===== src/rtl/frame_draw_sequencer.sv =====
// Time-multiplexes one VGA write port between N_CLIENTS sprite engines.
// Per frame: erase all, tick, redraw all; registered x/y/colour/plot out.
module frame_draw_sequencer #(
  parameter int N_CLIENTS    = 3,
  parameter int FRAME_TICKS  = 833334,
  parameter int ERASE_CYCLES = 8,
  parameter int TIMEOUT      = 256
) (
  input  logic                   clk,
  input  logic                   reset,
  input  logic [9*N_CLIENTS-1:0] client_x,
  input  logic [8*N_CLIENTS-1:0] client_y,
  input  logic [3*N_CLIENTS-1:0] client_colour,
  input  logic [N_CLIENTS-1:0]   client_finish,
  output logic [N_CLIENTS-1:0]   draw_req,
  output logic [N_CLIENTS-1:0]   erase_req,
  output logic                   frame_tick,
  output logic [8:0]             vga_x,
  output logic [7:0]             vga_y,
  output logic [2:0]             vga_colour,
  output logic                   vga_plot,
  output logic                   busy,
  output logic                   frame_overrun,
  output logic                   timeout_err
);

  localparam int IW = (N_CLIENTS > 1) ? $clog2(N_CLIENTS) : 1;
  localparam int FW = (FRAME_TICKS > 1) ? $clog2(FRAME_TICKS) : 1;
  localparam int CMAX =
    (ERASE_CYCLES > TIMEOUT) ? ERASE_CYCLES : TIMEOUT;
  localparam int CW = $clog2(CMAX) + 1;

  localparam logic [IW-1:0] LAST   = IW'(N_CLIENTS - 1);
  localparam logic [FW-1:0] F_LAST = FW'(FRAME_TICKS - 1);
  localparam logic [CW-1:0] E_LAST = CW'(ERASE_CYCLES - 1);
  localparam logic [CW-1:0] T_LAST = CW'(TIMEOUT - 1);

  typedef enum logic [1:0] {
    S_IDLE,
    S_ERASE,
    S_TICK,
    S_DRAW
  } state_t;

  state_t        r_state, w_state_n;
  logic [IW-1:0] r_idx, w_idx_n;
  logic [CW-1:0] r_cnt, w_cnt_n;
  logic [FW-1:0] r_fcnt;
  logic          r_pend, w_pend_n;
  logic          w_ovr_n, w_tmo_n;
  logic          w_fstart;
  logic          w_last_draw;
  logic          w_fin;
  logic          w_plotting;
  logic [8:0]    w_sel_x;
  logic [7:0]    w_sel_y;
  logic [2:0]    w_sel_c;

  // Free-running frame counter; its wrap cycle is the frame boundary.
  always_ff @(posedge clk or negedge reset) begin
    if (!reset) begin
      r_fcnt <= '0;
    end else if (r_fcnt == F_LAST) begin
      r_fcnt <= '0;
    end else begin
      r_fcnt <= r_fcnt + 1'b1;
    end
  end

  assign w_fstart = (r_fcnt == F_LAST);

  always_comb begin
    w_sel_x = '0;
    w_sel_y = '0;
    w_sel_c = '0;
    w_fin   = 1'b0;
    for (int i = 0; i < N_CLIENTS; i++) begin
      if (r_idx == IW'(i)) begin
        w_sel_x = client_x[9*i +: 9];
        w_sel_y = client_y[8*i +: 8];
        w_sel_c = client_colour[3*i +: 3];
        w_fin   = client_finish[i];
      end
    end
  end

  always_ff @(posedge clk or negedge reset) begin
    if (!reset) begin
      r_state       <= S_IDLE;
      r_idx         <= '0;
      r_cnt         <= '0;
      r_pend        <= 1'b0;
      frame_overrun <= 1'b0;
      timeout_err   <= 1'b0;
    end else begin
      r_state       <= w_state_n;
      r_idx         <= w_idx_n;
      r_cnt         <= w_cnt_n;
      r_pend        <= w_pend_n;
      frame_overrun <= w_ovr_n;
      timeout_err   <= w_tmo_n;
    end
  end

  always_comb begin
    w_state_n   = r_state;
    w_idx_n     = r_idx;
    w_cnt_n     = r_cnt;
    w_pend_n    = r_pend;
    w_ovr_n     = frame_overrun;
    w_tmo_n     = timeout_err;
    w_last_draw = 1'b0;
    unique case (r_state)
      S_IDLE: begin
        if (w_fstart || r_pend) begin
          w_state_n = S_ERASE;
          w_idx_n   = '0;
          w_cnt_n   = '0;
          w_pend_n  = 1'b0;
        end
      end
      S_ERASE: begin
        if (r_cnt == E_LAST) begin
          w_cnt_n = '0;
          if (r_idx == LAST) begin
            w_state_n = S_TICK;
            w_idx_n   = '0;
          end else begin
            w_idx_n = r_idx + 1'b1;
          end
        end else begin
          w_cnt_n = r_cnt + 1'b1;
        end
      end
      S_TICK: begin
        w_state_n = S_DRAW;
        w_idx_n   = '0;
        w_cnt_n   = '0;
      end
      S_DRAW: begin
        if (w_fin || (r_cnt == T_LAST)) begin
          // A finish on the timeout cycle still counts as success.
          if (!w_fin) w_tmo_n = 1'b1;
          w_cnt_n = '0;
          if (r_idx == LAST) begin
            w_state_n   = S_IDLE;
            w_idx_n     = '0;
            w_last_draw = 1'b1;
          end else begin
            w_idx_n = r_idx + 1'b1;
          end
        end else begin
          w_cnt_n = r_cnt + 1'b1;
        end
      end
      default: w_state_n = S_IDLE;
    endcase
    // A boundary landing on the return-to-idle cycle is only deferred.
    if (w_fstart && (r_state != S_IDLE)) begin
      w_pend_n = 1'b1;
      if (!w_last_draw) w_ovr_n = 1'b1;
    end
  end

  always_comb begin
    erase_req = '0;
    draw_req  = '0;
    for (int i = 0; i < N_CLIENTS; i++) begin
      erase_req[i] = (r_state == S_ERASE) && (r_idx == IW'(i));
      draw_req[i]  = (r_state == S_DRAW) && (r_idx == IW'(i));
    end
  end

  assign frame_tick = (r_state == S_TICK);
  assign busy       = (r_state != S_IDLE);
  assign w_plotting = (r_state == S_ERASE) || (r_state == S_DRAW);

  always_ff @(posedge clk or negedge reset) begin
    if (!reset) begin
      vga_x      <= '0;
      vga_y      <= '0;
      vga_colour <= '0;
      vga_plot   <= 1'b0;
    end else begin
      vga_plot <= w_plotting;
      if (w_plotting) begin
        vga_x      <= w_sel_x;
        vga_y      <= w_sel_y;
        vga_colour <= w_sel_c;
      end
    end
  end

endmodule


===== config.mk =====
export PLATFORM = sky130hd
export DESIGN_NAME = frame_draw_sequencer
export DESIGN_NICKNAME = d
export VERILOG_FILES = /design/src/rtl/frame_draw_sequencer.sv
export SDC_FILE = /design/constraint.sdc
export NUM_CORES = 1
export LEC_CHECK = 0
export CORE_ASPECT_RATIO = 0.6
export CORE_MARGIN = 1
export CORE_UTILIZATION = 40
export CTS_CLUSTER_DIAMETER = 50
export DETAILED_ROUTE_END_ITERATION = 10
export PLACE_DENSITY_LB_ADDON = 0.1
export SYNTH_ARGS = -nofsm -noshare
export SYNTH_HDL_FRONTEND = slang
export SYNTH_SLANG_ARGS = --single-unit
export TNS_END_PERCENT = 30

===== constraint.sdc =====
create_clock -name clk -period 4 [get_ports clk]
set_input_delay 0.4 -clock clk [delete_from_list [all_inputs] [get_ports clk]]
set_output_delay 0.4 -clock clk [all_outputs]
set_load 0.05 [all_outputs]

## After elaboration in Yosys (flattened, before gate mapping)

Cells that the tools add are included.

| cells by class | value |
|---|---|
| $add $sub $neg | 3 |
| eq/ne operators | 13 |
| multiplexer cells | 34 |
| bitwise gates (word level) | 2 |
| reductions and logical operators | 20 |

Operators by type and width:

| kind | count |
|---|---|
| 9-bit two-way mux | 6 |
| 9-bit one-hot mux with 4 select lines | 1 |
| 8-bit two-way mux | 3 |
| 20-bit by 1-bit adder with 20-bit output, second input constant | 1 |
| 20-bit equality test, second input constant | 1 |
| 20-bit two-way mux | 1 |
| 2-bit two-way mux | 9 |
| 2-bit one-hot mux with 4 select lines | 2 |
| 2-bit inequality test, second input constant | 5 |
| 9-bit by 1-bit adder with 9-bit output, second input constant | 1 |
| 9-bit by 3-bit equality test with 1-bit output, second input constant | 1 |
| 9-bit by 8-bit equality test with 1-bit output, second input constant | 1 |
| 1-bit two-way mux | 9 |
| 3-bit two-way mux | 3 |
| 1-bit logical AND | 7 |
| 2-bit equality test, second input constant | 3 |
| 3-bit AND reduction | 2 |
| 2-bit nonzero test | 3 |
| 5-bit AND reduction | 1 |
| 2-bit by 1-bit equality test with 1-bit output, second input constant | 2 |
| 2-bit logical NOT | 2 |
| 2-bit AND reduction | 2 |
| 1-bit logical OR | 3 |
| 2-bit by 1-bit adder with 2-bit output, second input constant | 1 |
| 1-bit NOT | 2 |

| word-level totals | value |
|---|---|
| register bits | 57 |
| input bits | 65 |
| output and inout bits | 31 |
| logic and storage cells | 83 |

## Logic depth before layout (Yosys ltp)

Gate-level depths: netlist of run 1.

| depth | value |
|---|---|
| word-level depth | 9 |
| gate-level depth with buffers | 11 |
| gate-level depth less buffers | 11 |

## Worst setup path after synthesis of run 1

No wires, ideal clock.

| timing | value |
|---|---|
| kind | reg2out |
| start | register r_idx[0] |
| end | output port draw_req[0] |
| arrival time | 2.071 ns |
| required time | 3.600 ns |
| setup slack | 1.529 ns |
| stages on the path, launching flop included | 4 |
| buffers on the path | 2 |
| cell sequence | dfrtp_1 buf_1 clkbuf_1 nor3b_1 |

| between the ends | value |
|---|---|
| word-level cells in the longest chain between the ends | 2 |

Ends and longest elaborated chain:

| element | RTL line | source |
|---|---|---|
| start: declaration | 46 | `logic [IW-1:0] r_idx, w_idx_n;` |
| start signal: assignment | 97 | `r_idx <= w_idx_n;` |
| 2-bit logical NOT | 170 | `draw_req[i] = (r_state == S_DRAW) && (r_idx == IW'(i));` |
| 1-bit logical AND | 170 |  |
| end: declaration | 15 | `output logic [N_CLIENTS-1:0] draw_req,` |

Every way passes these cells.

## Worst setup path in the final report of run 1

| timing | value |
|---|---|
| start | register r_idx[1] |
| end | output port erase_req[2] |

| between the ends | value |
|---|---|
| word-level cells in the longest chain between the ends | 2 |

Ends and longest elaborated chain:

| element | RTL line | source |
|---|---|---|
| 2-bit equality test | 169 | `erase_req[i] = (r_state == S_ERASE) && (r_idx == IW'(i));` |
| 1-bit logical AND | 169 |  |
| end: declaration | 16 | `output logic [N_CLIENTS-1:0] erase_req,` |

Every way passes these cells.

==> impl_metrics.env, run 1 <==
export IMPL_status="finished, final reports clean"
export IMPL_cellPowerDensity_mw_per_mm2=337.7
export IMPL_slew_headroom_pct=25.19
export IMPL_synth_flop_cell="dfrtp_1"
export IMPL_port_buffers=95
export IMPL_multiInputGateArea_mm2=0.001528
export IMPL_fin_crit_ps=2926
export IMPL_path_max_fanout=31
export IMPL_drt_iter0_markers=151
export IMPL_hold_viol_final=0
export IMPL_insertion_delay_ps=330
export IMPL_drt_pass1_iterations=4
export IMPL_cts_tree="done"
export IMPL_area_growth_synth_to_final_pct=43.95
export IMPL_synth_area_top_cells="dfrtp_1, mux2i_1, nor2_1"
export IMPL_grt_pass1_wl_um=12300
export IMPL_hold_buffers=0
export IMPL_fillers=643
export IMPL_ant_nets=0
export IMPL_cts_setup_buffers=0
export IMPL_num_antenna_cells=0
export IMPL_end_kind="output pin"
export IMPL_drive_gt1_share_pct=6.840
export IMPL_htreeDepth=3
export IMPL_worstReg2RegEnd="r_state[1]"
export IMPL_critPathLaunchType="flip-flop"
export IMPL_clock_path_buffers=2
export IMPL_path_cells="nor2b_1 > and2_1 > clkdlybuf4s50_1"
export IMPL_leakage_nw=1.883
export IMPL_async_flop_share_pct=100.0
export IMPL_synth_edff_count=0
export IMPL_synthCells=324
export IMPL_tns_ps=0
export IMPL_vias=2645
export IMPL_rows=24
export IMPL_grt_usage_pct=20.72
export IMPL_cts_resized=0
export IMPL_slowest_stage="dfrtp_1"
export IMPL_cp_arrival_ps=2530
export IMPL_netlist_area_mm2=0.003052
export IMPL_path_clk_slew_ps=50
export IMPL_cts_buffers=9
export IMPL_root_buffer="clkbuf_16"
export IMPL_setup_viol=0
export IMPL_grt_max_degree=58
export IMPL_cts_sinks=57
export IMPL_critPathKind="reg2out"
export IMPL_nets=493
export IMPL_period_share_pct=73.14
export IMPL_fin_skew_ps=6.218
export IMPL_wl_per_cell_um=14.47
export IMPL_rsz0062_at_grt="no"
export IMPL_yosysWarnings=0
export IMPL_worst_slew_pin_slew_ps=1121
export IMPL_gp_congestion=0.8656
export IMPL_antenna_found_initial=0
export IMPL_core_area_mm2=0.007327
export IMPL_wirelength_um=7640
export IMPL_crit_reg2reg_launch="r_cnt[0]"
export IMPL_ys_ff_latch=57
export IMPL_ff2ff_path_depth=11
export IMPL_yosys_area_top_type="dfrtp_1"
export IMPL_start_util_pct=41.65
export IMPL_placed_area_mm2=0.004099
export IMPL_cap_violations=0
export IMPL_io_pin_count=96
export IMPL_synth_common_cells="nor2_1, dfrtp_1, a21oi_1, mux2i_1, inv_1"
export IMPL_synth_cell_types=42
export IMPL_ff2ff_setup_slack_ps=1450
export IMPL_synth_most_common_cell="nor2_1"
export IMPL_slew_violations=0
export IMPL_syn_area_per_cell_um2=9.419
export IMPL_vias_per_cell=5.009
export IMPL_required_ps=3600
export IMPL_dieHeight_um=69.66
export IMPL_die_area_mm2=0.007994
export IMPL_grt_pass1_vias=2482
export IMPL_fmax_mhz=341.8
export IMPL_overflow=0
export IMPL_seq_area_frac_synth_pct=46.74
export IMPL_fin_area_mm2=0.004393
export IMPL_worst_ir_drop_vdd_uv=233.9
export IMPL_regArea_mm2=0.001426
export IMPL_critPathMaxStageDelay_ps=970
export IMPL_drt_drc_violations_left=0
export IMPL_hpwl_um=5516
export IMPL_yosysTopAreaCellShare_pct=46.74
export IMPL_min_path_type="in2async"
export IMPL_dieWidth_um=114.8
export IMPL_syn_nets=398
-- cells by family after synthesis --
group	synth area share [%]
buf+inv	3.362
compound gates	12.51
xor+xnor	4.592
mux	8.979
simple gates	20.13
flops	46.74
fa+ha+maj	3.690
-- critical path, delay by kind of cell, from the launching register on --
family	cells	cell delay, ps
flops	1	970
buf+inv	1	800
simple gates	2	420
-- worst max-delay path by stage --
stage | startpoint | to | slack, ps | depth (start not counted)
floorplan | r_idx[0] | draw_req[0] | 1530 | 3
global placement | r_idx[1] | erase_req[2] | 1460 | 3
detailed placement | r_idx[1] | erase_req[2] | 1390 | 3
CTS | r_idx[1] | erase_req[2] | 1040 | 3
global route | r_idx[1] | erase_req[2] | 920 | 3
finish | r_idx[1] | erase_req[2] | 1070 | 3
-- cell type report --
type	count	area share, %
multi-input combinational	240	34.78
sequential	57	32.47
timing repair buffer	98	21.99
clock buffer	14	6.465
tap	104	2.962
inverter	13	1.111
clock inverter	2	0.2279
-- sequential cells by signal, indices dropped and copies added (netlist names) --
signal,count
frame_overrun,1
r_cnt,9
r_fcnt,20
r_idx,2
r_pend,1
r_state,2
timeout_err,1
vga_colour,3
vga_plot,1
vga_x,9
vga_y,8
-- per-stage QoR --
| step | util, % | std cells | hold WS, ps | worst slack (ps) | power [mW] |
|---|---|---|---|---|---|
| floorplan | - | 324 | 104.4 | 1529 | 0.6595 |
| global placement | 55.94 | 512 | 450.0 | 1464 | 0.7586 |
| detailed placement | 55.94 | 512 | 457.2 | 1386 | 0.7597 |
| CTS | 59.96 | 528 | 242.5 | 1039 | 1.501 |
| global route | 59.96 | 528 | 297.0 | 921.2 | 1.539 |
| finish | 59.96 | 528 | 220.1 | 1074 | 1.484 |
-- power breakdown --
part	total (mW)	internal (mW)	switching, mW
clock network	0.735	0.483	0.251
registers	0.594	0.588	0.00565
logic	0.155	0.0826	0.0724
total	1.48	1.15	0.330
-- layer usage --
| layer | up-vias | global-route usage, % | wire [µm] | share of wire [%] |
|---|---|---|---|---|
| li1 | 1312 | - | - | - |
| met1 | 1239 | 28.31 | 3639 | 48 |
| met2 | 85 | 28.89 | 3230 | 42 |
| met3 | 9 | 8.304 | 648 | 8.5 |
| met4 | 0 | 8.658 | 121 | 1.6 |
| met5 | - | 0 | 0 | 0 |
-- cell usage in the layout, fill, tap and decap left out, types with 5 or more instances in the layout --
cell type,synthesis,final
a21oi_1,47,47
clkbuf_16,0,9
clkdlybuf4s50_1,0,93
dfrtp_1,57,57
ha_1,9,9
inv_1,13,13
mux2i_1,24,24
nand2_1,10,10
nand2b_1,6,6
nand3_1,10,10
nor2_1,63,63
nor3b_1,6,6
o21ai_0,5,5
xnor2_1,7,7
xor2_1,9,9
Power figures use the tool's default switching activity.
==> run 2: changes to the inputs <==
- clock period: 4 -> 2.8 ns (I/O delays scaled with it)
==> run 2 against run 1 <==
Global-route usage is 0.29 points higher; final area is 2.7% higher; largest cell class unchanged; combinational power up 45%; non-clock buffer count is 9 higher; via count is essentially flat.
==> impl_metrics.env, run 2 (same netlist as run 1, synthesis figures left out) <==
export IMPL_tns_ps=0
export IMPL_fin_area_mm2=0.004512
export IMPL_ff2ff_path_depth=11
export IMPL_die_area_mm2=0.007994
export IMPL_drt_drc_violations_left=0
export IMPL_fin_hold_ws_ps=468.3
export IMPL_cts_tree="done"
export IMPL_rsz0062_at_grt="no"
export IMPL_regMostFlops="r_fcnt"
export IMPL_leakage_nw=1.953
export IMPL_topRoutingLayerUsed="met4"
export IMPL_dr_wl_met3_um=567
export IMPL_placed_area_mm2=0.004172
export IMPL_start_util_pct=41.65
export IMPL_fillers=662
export IMPL_clock_path_buffers=2
export IMPL_status="finished, final reports clean"
export IMPL_hold_viol_final=0
export IMPL_worst_slew_pin_slew_ps=784.7
export IMPL_largest_reg_flops=20
export IMPL_root_buffer="clkbuf_16"
export IMPL_gp_congestion=0.7819
export IMPL_routed_wl_met2_um=3273
export IMPL_drt_iter0_markers=172
export IMPL_slowest_stage="dfrtp_1"
export IMPL_vias_per_cell=4.924
export IMPL_num_antenna_cells=0
export IMPL_core_area_mm2=0.007327
export IMPL_fin_crit_ps=2574
export IMPL_period_share_pct=91.93
export IMPL_cts_buffers=9
export IMPL_ant_nets=0
export IMPL_port_buffers=95
export IMPL_rows=24
export IMPL_regArea_mm2=0.001426
export IMPL_critPathLaunchType="flip-flop"
export IMPL_ff2ff_setup_slack_ps=230
export IMPL_slew_violations=0
export IMPL_crit_reg2reg_launch="r_cnt[0]"
export IMPL_min_to="timeout_err"
export IMPL_met1_length_um=3836
export IMPL_final_cell_mix="clkdlybuf4s50_1, nor2_1, dfrtp_1, a21oi_1, mux2i_1"
export IMPL_grt_usage_pct=21.01
export IMPL_layout_commonest_cell="clkdlybuf4s50_1"
export IMPL_insertion_delay_ps=330
export IMPL_grt_pass1_vias=2548
export IMPL_hpwl_um=5694
export IMPL_htreeDepth=3
export IMPL_cp_num_buf_inv=2
export IMPL_dieWidth_um=114.8
export IMPL_wirelength_um=7729
export IMPL_critPathMaxStageDelay_ps=410
export IMPL_worst_ir_drop_vdd_uv=327.5
export IMPL_drive_gt1_share_pct=9.238
export IMPL_fin_skew_ps=2.576
export IMPL_multiInputGateArea_mm2=0.001523
export IMPL_path_cells="ha_1 > inv_1 > nor2_1 > nand3_1 > nor3_1 > ha_1 > inv_1 > o2111ai_1 > nand2_4 > nor3_4 > mux2_1"
export IMPL_cp_arrival_ps=2780
export IMPL_path_max_fanout=9
export IMPL_fmax_mhz=388.5
export IMPL_grt_pass1_wl_um=12630
export IMPL_io_pin_count=96
export IMPL_slew_headroom_pct=47.68
export IMPL_worstReg2RegEnd="r_state[1]"
export IMPL_wl_per_cell_um=14.39
export IMPL_path_clk_slew_ps=50
export IMPL_required_ps=3010
export IMPL_cts_sinks=57
export IMPL_cellPowerDensity_mw_per_mm2=501.6
export IMPL_grt_max_degree=42
export IMPL_overflow=0
export IMPL_critPathKind="reg2reg"
export IMPL_antenna_found_initial=0
export IMPL_hold_start="timeout_err"
export IMPL_reg_top3="r_fcnt (20), r_cnt (9), vga_x (9)"
export IMPL_drt_pass1_iterations=4
export IMPL_end_kind="flip-flop"
export IMPL_cap_violations=0
export IMPL_setup_viol=0
export IMPL_area_growth_synth_to_final_pct=47.85
export IMPL_nets=502
export IMPL_crit_family="simple AND/OR/NAND/NOR gates"
export IMPL_vias=2644
export IMPL_dieHeight_um=69.66
export IMPL_min_path_type="reg2reg"
export IMPL_holdPathStages=1
==> run 2: cell types whose count changed in the layout (fill, tap and decap cells not counted), moves of 2 or more <==
| cell | previous run | this run |
|---|---|---|
| bufinv_16 | 0 | 2 |
| buf_4 | 4 | 13 |
| clkdlybuf4s50_1 | 93 | 90 |
| clkbuf_8 | 4 | 2 |
| buf_12 | 0 | 2 |
==> run 2: routing by layer <==
metal / vias up / global-route usage [%]
met5: - / 0
li1: 1328 / -
met3: 5 / 8.042
met4: 0 / 5.051
met2: 78 / 29.70
met1: 1233 / 30.12
==> run 2: through the flow <==
stage	power [mW]	setup slack (ps)	util, %	cells
finish	2.263	225.9	61.58	537
global route	2.338	52.76	61.58	537
floorplan	0.9421	449.5	-	324
global placement	1.084	368.8	56.93	520
detailed placement	1.086	253.4	56.93	520
CTS	2.289	240.4	61.58	537
==> run 2: layout make-up <==
type                            instances  area share, %
Clock buffer                           11          5.602
Clock inverter                          5          1.719
Inverter                               13          1.082
Multi-Input combinational cell        240          33.75
Sequential cell                        57          31.61
Tap cell                              104          2.884
Timing Repair Buffer                  107          23.35
==> run 2: worst max-delay path by stage <==
stage               startpoint           to  slack (ps)  cells after the start
global placement      r_cnt[0]   r_state[1]         370                     11
floorplan             r_idx[0]  draw_req[0]         450                      3
detailed placement    r_cnt[0]   r_state[1]         250                     11
global route          r_cnt[0]   r_state[1]          50                     11
CTS                   r_cnt[0]   r_state[1]         240                     11
finish                r_cnt[0]   r_state[1]         230                     11
==> run 2: power by group <==
| group | leakage (nW) | total [mW] | internal, mW | switching (mW) |
|---|---|---|---|---|
| Sequential | 0.710 | 0.848 | 0.840 | 0.00801 |
| Clock | 0.162 | 1.19 | 0.822 | 0.369 |
| Combinational | 1.08 | 0.224 | 0.120 | 0.104 |
| Total | 1.95 | 2.26 | 1.78 | 0.481 |
==> run 2: timing repair <==
action | CTS | global route
gates resized for setup | 0 | 0
setup buffers | 0 | 0
endpoints found under the hold margin | 26 | 0
hold buffers | 1 | 0
==> run 3: changes to the inputs <==
- clock period: 2.8 -> 2.09 ns (I/O delays scaled with it)
==> run 3 against run 2 <==
The run now ends with negative setup slack left; first-iteration DRC count is 35% lower; count of clock-buffer cells in the layout is 1 higher; clock skew hardly changed; sequential share of layout area is 1.6 points lower; register-to-register slack worse by 250 ps; largest power group unchanged.
==> impl_metrics.env, run 3 (same netlist as run 1, synthesis figures left out) <==
export IMPL_status="finished with violations"
export IMPL_violations="negative setup slack"
export IMPL_fin_skew_ps=2.962
export IMPL_insertion_delay_ps=330
export IMPL_slowest_stage="dfrtp_1"
export IMPL_io_pin_count=96
export IMPL_grt_usage_pct=21.60
export IMPL_dieWidth_um=114.8
export IMPL_slew_headroom_pct=51.74
export IMPL_required_ps=2300
export IMPL_end_kind="flip-flop"
export IMPL_critPathLaunchType="flip-flop"
export IMPL_vias=2756
export IMPL_htreeDepth=3
export IMPL_fin_area_mm2=0.004748
export IMPL_drt_pass1_iterations=4
export IMPL_hold_buffers=0
export IMPL_gp_congestion=0.7917
export IMPL_cap_violations=0
export IMPL_num_antenna_cells=0
export IMPL_fmax_mhz=474.1
export IMPL_cts_buffers=9
export IMPL_cts_tree="done"
export IMPL_regMostFlops="r_fcnt"
export IMPL_fin_crit_ps=2109
export IMPL_nets=521
export IMPL_slew_violations=0
export IMPL_cp_arrival_ps=2320
export IMPL_postLayoutCoreUtil_pct=64.81
export IMPL_reg_top3="r_fcnt (20), r_cnt (9), vga_x (9)"
export IMPL_largest_reg_flops=20
export IMPL_min_path_type="in2async"
export IMPL_cp_num_buf_inv=2
export IMPL_worst_slew_pin_slew_ps=723.8
export IMPL_clock_path_buffers=2
export IMPL_die_area_mm2=0.007994
export IMPL_grt_pass1_wl_um=13010
export IMPL_wirelength_um=7907
export IMPL_port_buffers=95
export IMPL_dieHeight_um=69.66
export IMPL_ant_nets=0
export IMPL_hold_viol_final=0
export IMPL_area_growth_synth_to_final_pct=55.60
export IMPL_grt_pass1_vias=2639
export IMPL_drt_drc_violations_left=0
export IMPL_drive_gt1_share_pct=17.07
export IMPL_rows=24
export IMPL_ff2ff_setup_slack_ps=-20
export IMPL_grt_max_degree=58
export IMPL_vias_per_cell=4.966
export IMPL_rsz0062_at_grt="yes"
export IMPL_drt_iter0_markers=112
export IMPL_crit_family="simple AND/OR/NAND/NOR gates"
export IMPL_fillers=642
export IMPL_fin_ws_ps=-19.39
export IMPL_ff2ff_path_depth=11
export IMPL_root_buffer="clkbuf_16"
export IMPL_placed_area_mm2=0.004337
export IMPL_fin_hold_ws_ps=26.74
export IMPL_wl_per_cell_um=14.25
export IMPL_layout_commonest_cell="clkdlybuf4s50_1"
export IMPL_worst_ir_drop_vdd_uv=479.1
export IMPL_cellPowerDensity_mw_per_mm2=608.2
export IMPL_critPathKind="reg2reg"
export IMPL_path_max_fanout=4
export IMPL_worstReg2RegEnd="r_state[1]"
export IMPL_overflow=0
export IMPL_antenna_found_initial=0
export IMPL_critPathMaxStageDelay_ps=350
export IMPL_path_clk_slew_ps=50
export IMPL_cts_sinks=57
export IMPL_setup_viol=1
export IMPL_core_area_mm2=0.007327
export IMPL_final_cell_mix="clkdlybuf4s50_1, nor2_1, dfrtp_1, a21oi_1, buf_4"
export IMPL_path_cells="ha_2 > inv_2 > nor2_4 > nand3_2 > nor3_2 > ha_2 > inv_2 > o2111ai_4 > nand2_4 > nor3_4 > mux2_4"
export IMPL_hpwl_um=5680
export IMPL_period_share_pct=100.9
export IMPL_start_util_pct=41.65
export IMPL_crit_reg2reg_launch="r_cnt[1]"
export IMPL_leakage_nw=2.056
## run 3: cell types whose count changed in the layout (fill, tap and decap cells not counted), sizes merged
| cell | change |
|---|---|
| clkdlybuf4s50 | -4 |
| clkbuf | +1 |
| bufinv | -1 |
| buf | +24 |
| clkinvlp | -1 |
| dlygate4sd3 | -1 |
## run 3: final cells by class
type / count / area [µm²] / area share (%)
Clock buffer: 12 / 256.5 / 5.402
Sequential cell: 57 / 1426 / 30.04
Timing Repair Buffer: 126 / 1246 / 26.25
Tap cell: 104 / 130.1 / 2.740
Multi-Input combinational cell: 240 / 1600 / 33.70
Inverter: 13 / 48.80 / 1.028
Clock inverter: 3 / 40.04 / 0.8432
## run 3: worst reg2reg max path: cells and delay by family (launching register included)
kind / cells / cell delay [ps]
AOI/OAI and AO/OA: 1 / 100
buffers and inverters: 2 / 100
muxes: 1 / 310
adders and majority gates: 2 / 410
and+or+nand+nor: 5 / 730
DFF: 1 / 350
## run 3: worst max-delay path by stage
stage	startpoint	end	cells after the start
floorplan	r_idx[0]	draw_req[0]	3
global placement	r_cnt[0]	r_state[1]	11
detailed placement	r_cnt[0]	r_idx[1]	11
CTS	r_fcnt[1]	r_state[1]	7
global route	r_cnt[1]	r_state[1]	11
finish	r_cnt[1]	r_state[1]	11
## run 3: what timing repair did
action / 4_1_cts / 5_1_grt
setup endpoints to repair: 11 / 11
setup buffers: 1 / 4
gates resized for setup: 8 / 9
pin swaps: 3 / 7
## run 3: metal layers
metal	vias to the layer above	wire length (µm)	global-route usage (%)	part of all wire, %
li1	1367	-	-	-
met1	1324	3653	27.71	46
met2	57	3687	32.59	47
met3	8	488	8.829	6.2
met4	0	77	8.081	0.97
met5	-	0	0	0
## run 3: report_power, final
part,switching [mW],internal [mW]
Sequential,0.00955,1.13
Clock,0.481,0.975
Combinational,0.139,0.158
## run 3: through the flow
stage | TNS (ps) | power (mW) | setup slack (ps) | instances
floorplan | -748.5 | 1.262 | -189.5 | 324
global placement | -12.44 | 1.451 | -12.44 | 535
detailed placement | -1236 | 1.453 | -167.9 | 535
CTS | 0 | 2.931 | 21.26 | 551
global route | -353.4 | 3.005 | -117.9 | 555
finish | -19.39 | 2.888 | -19.39 | 555
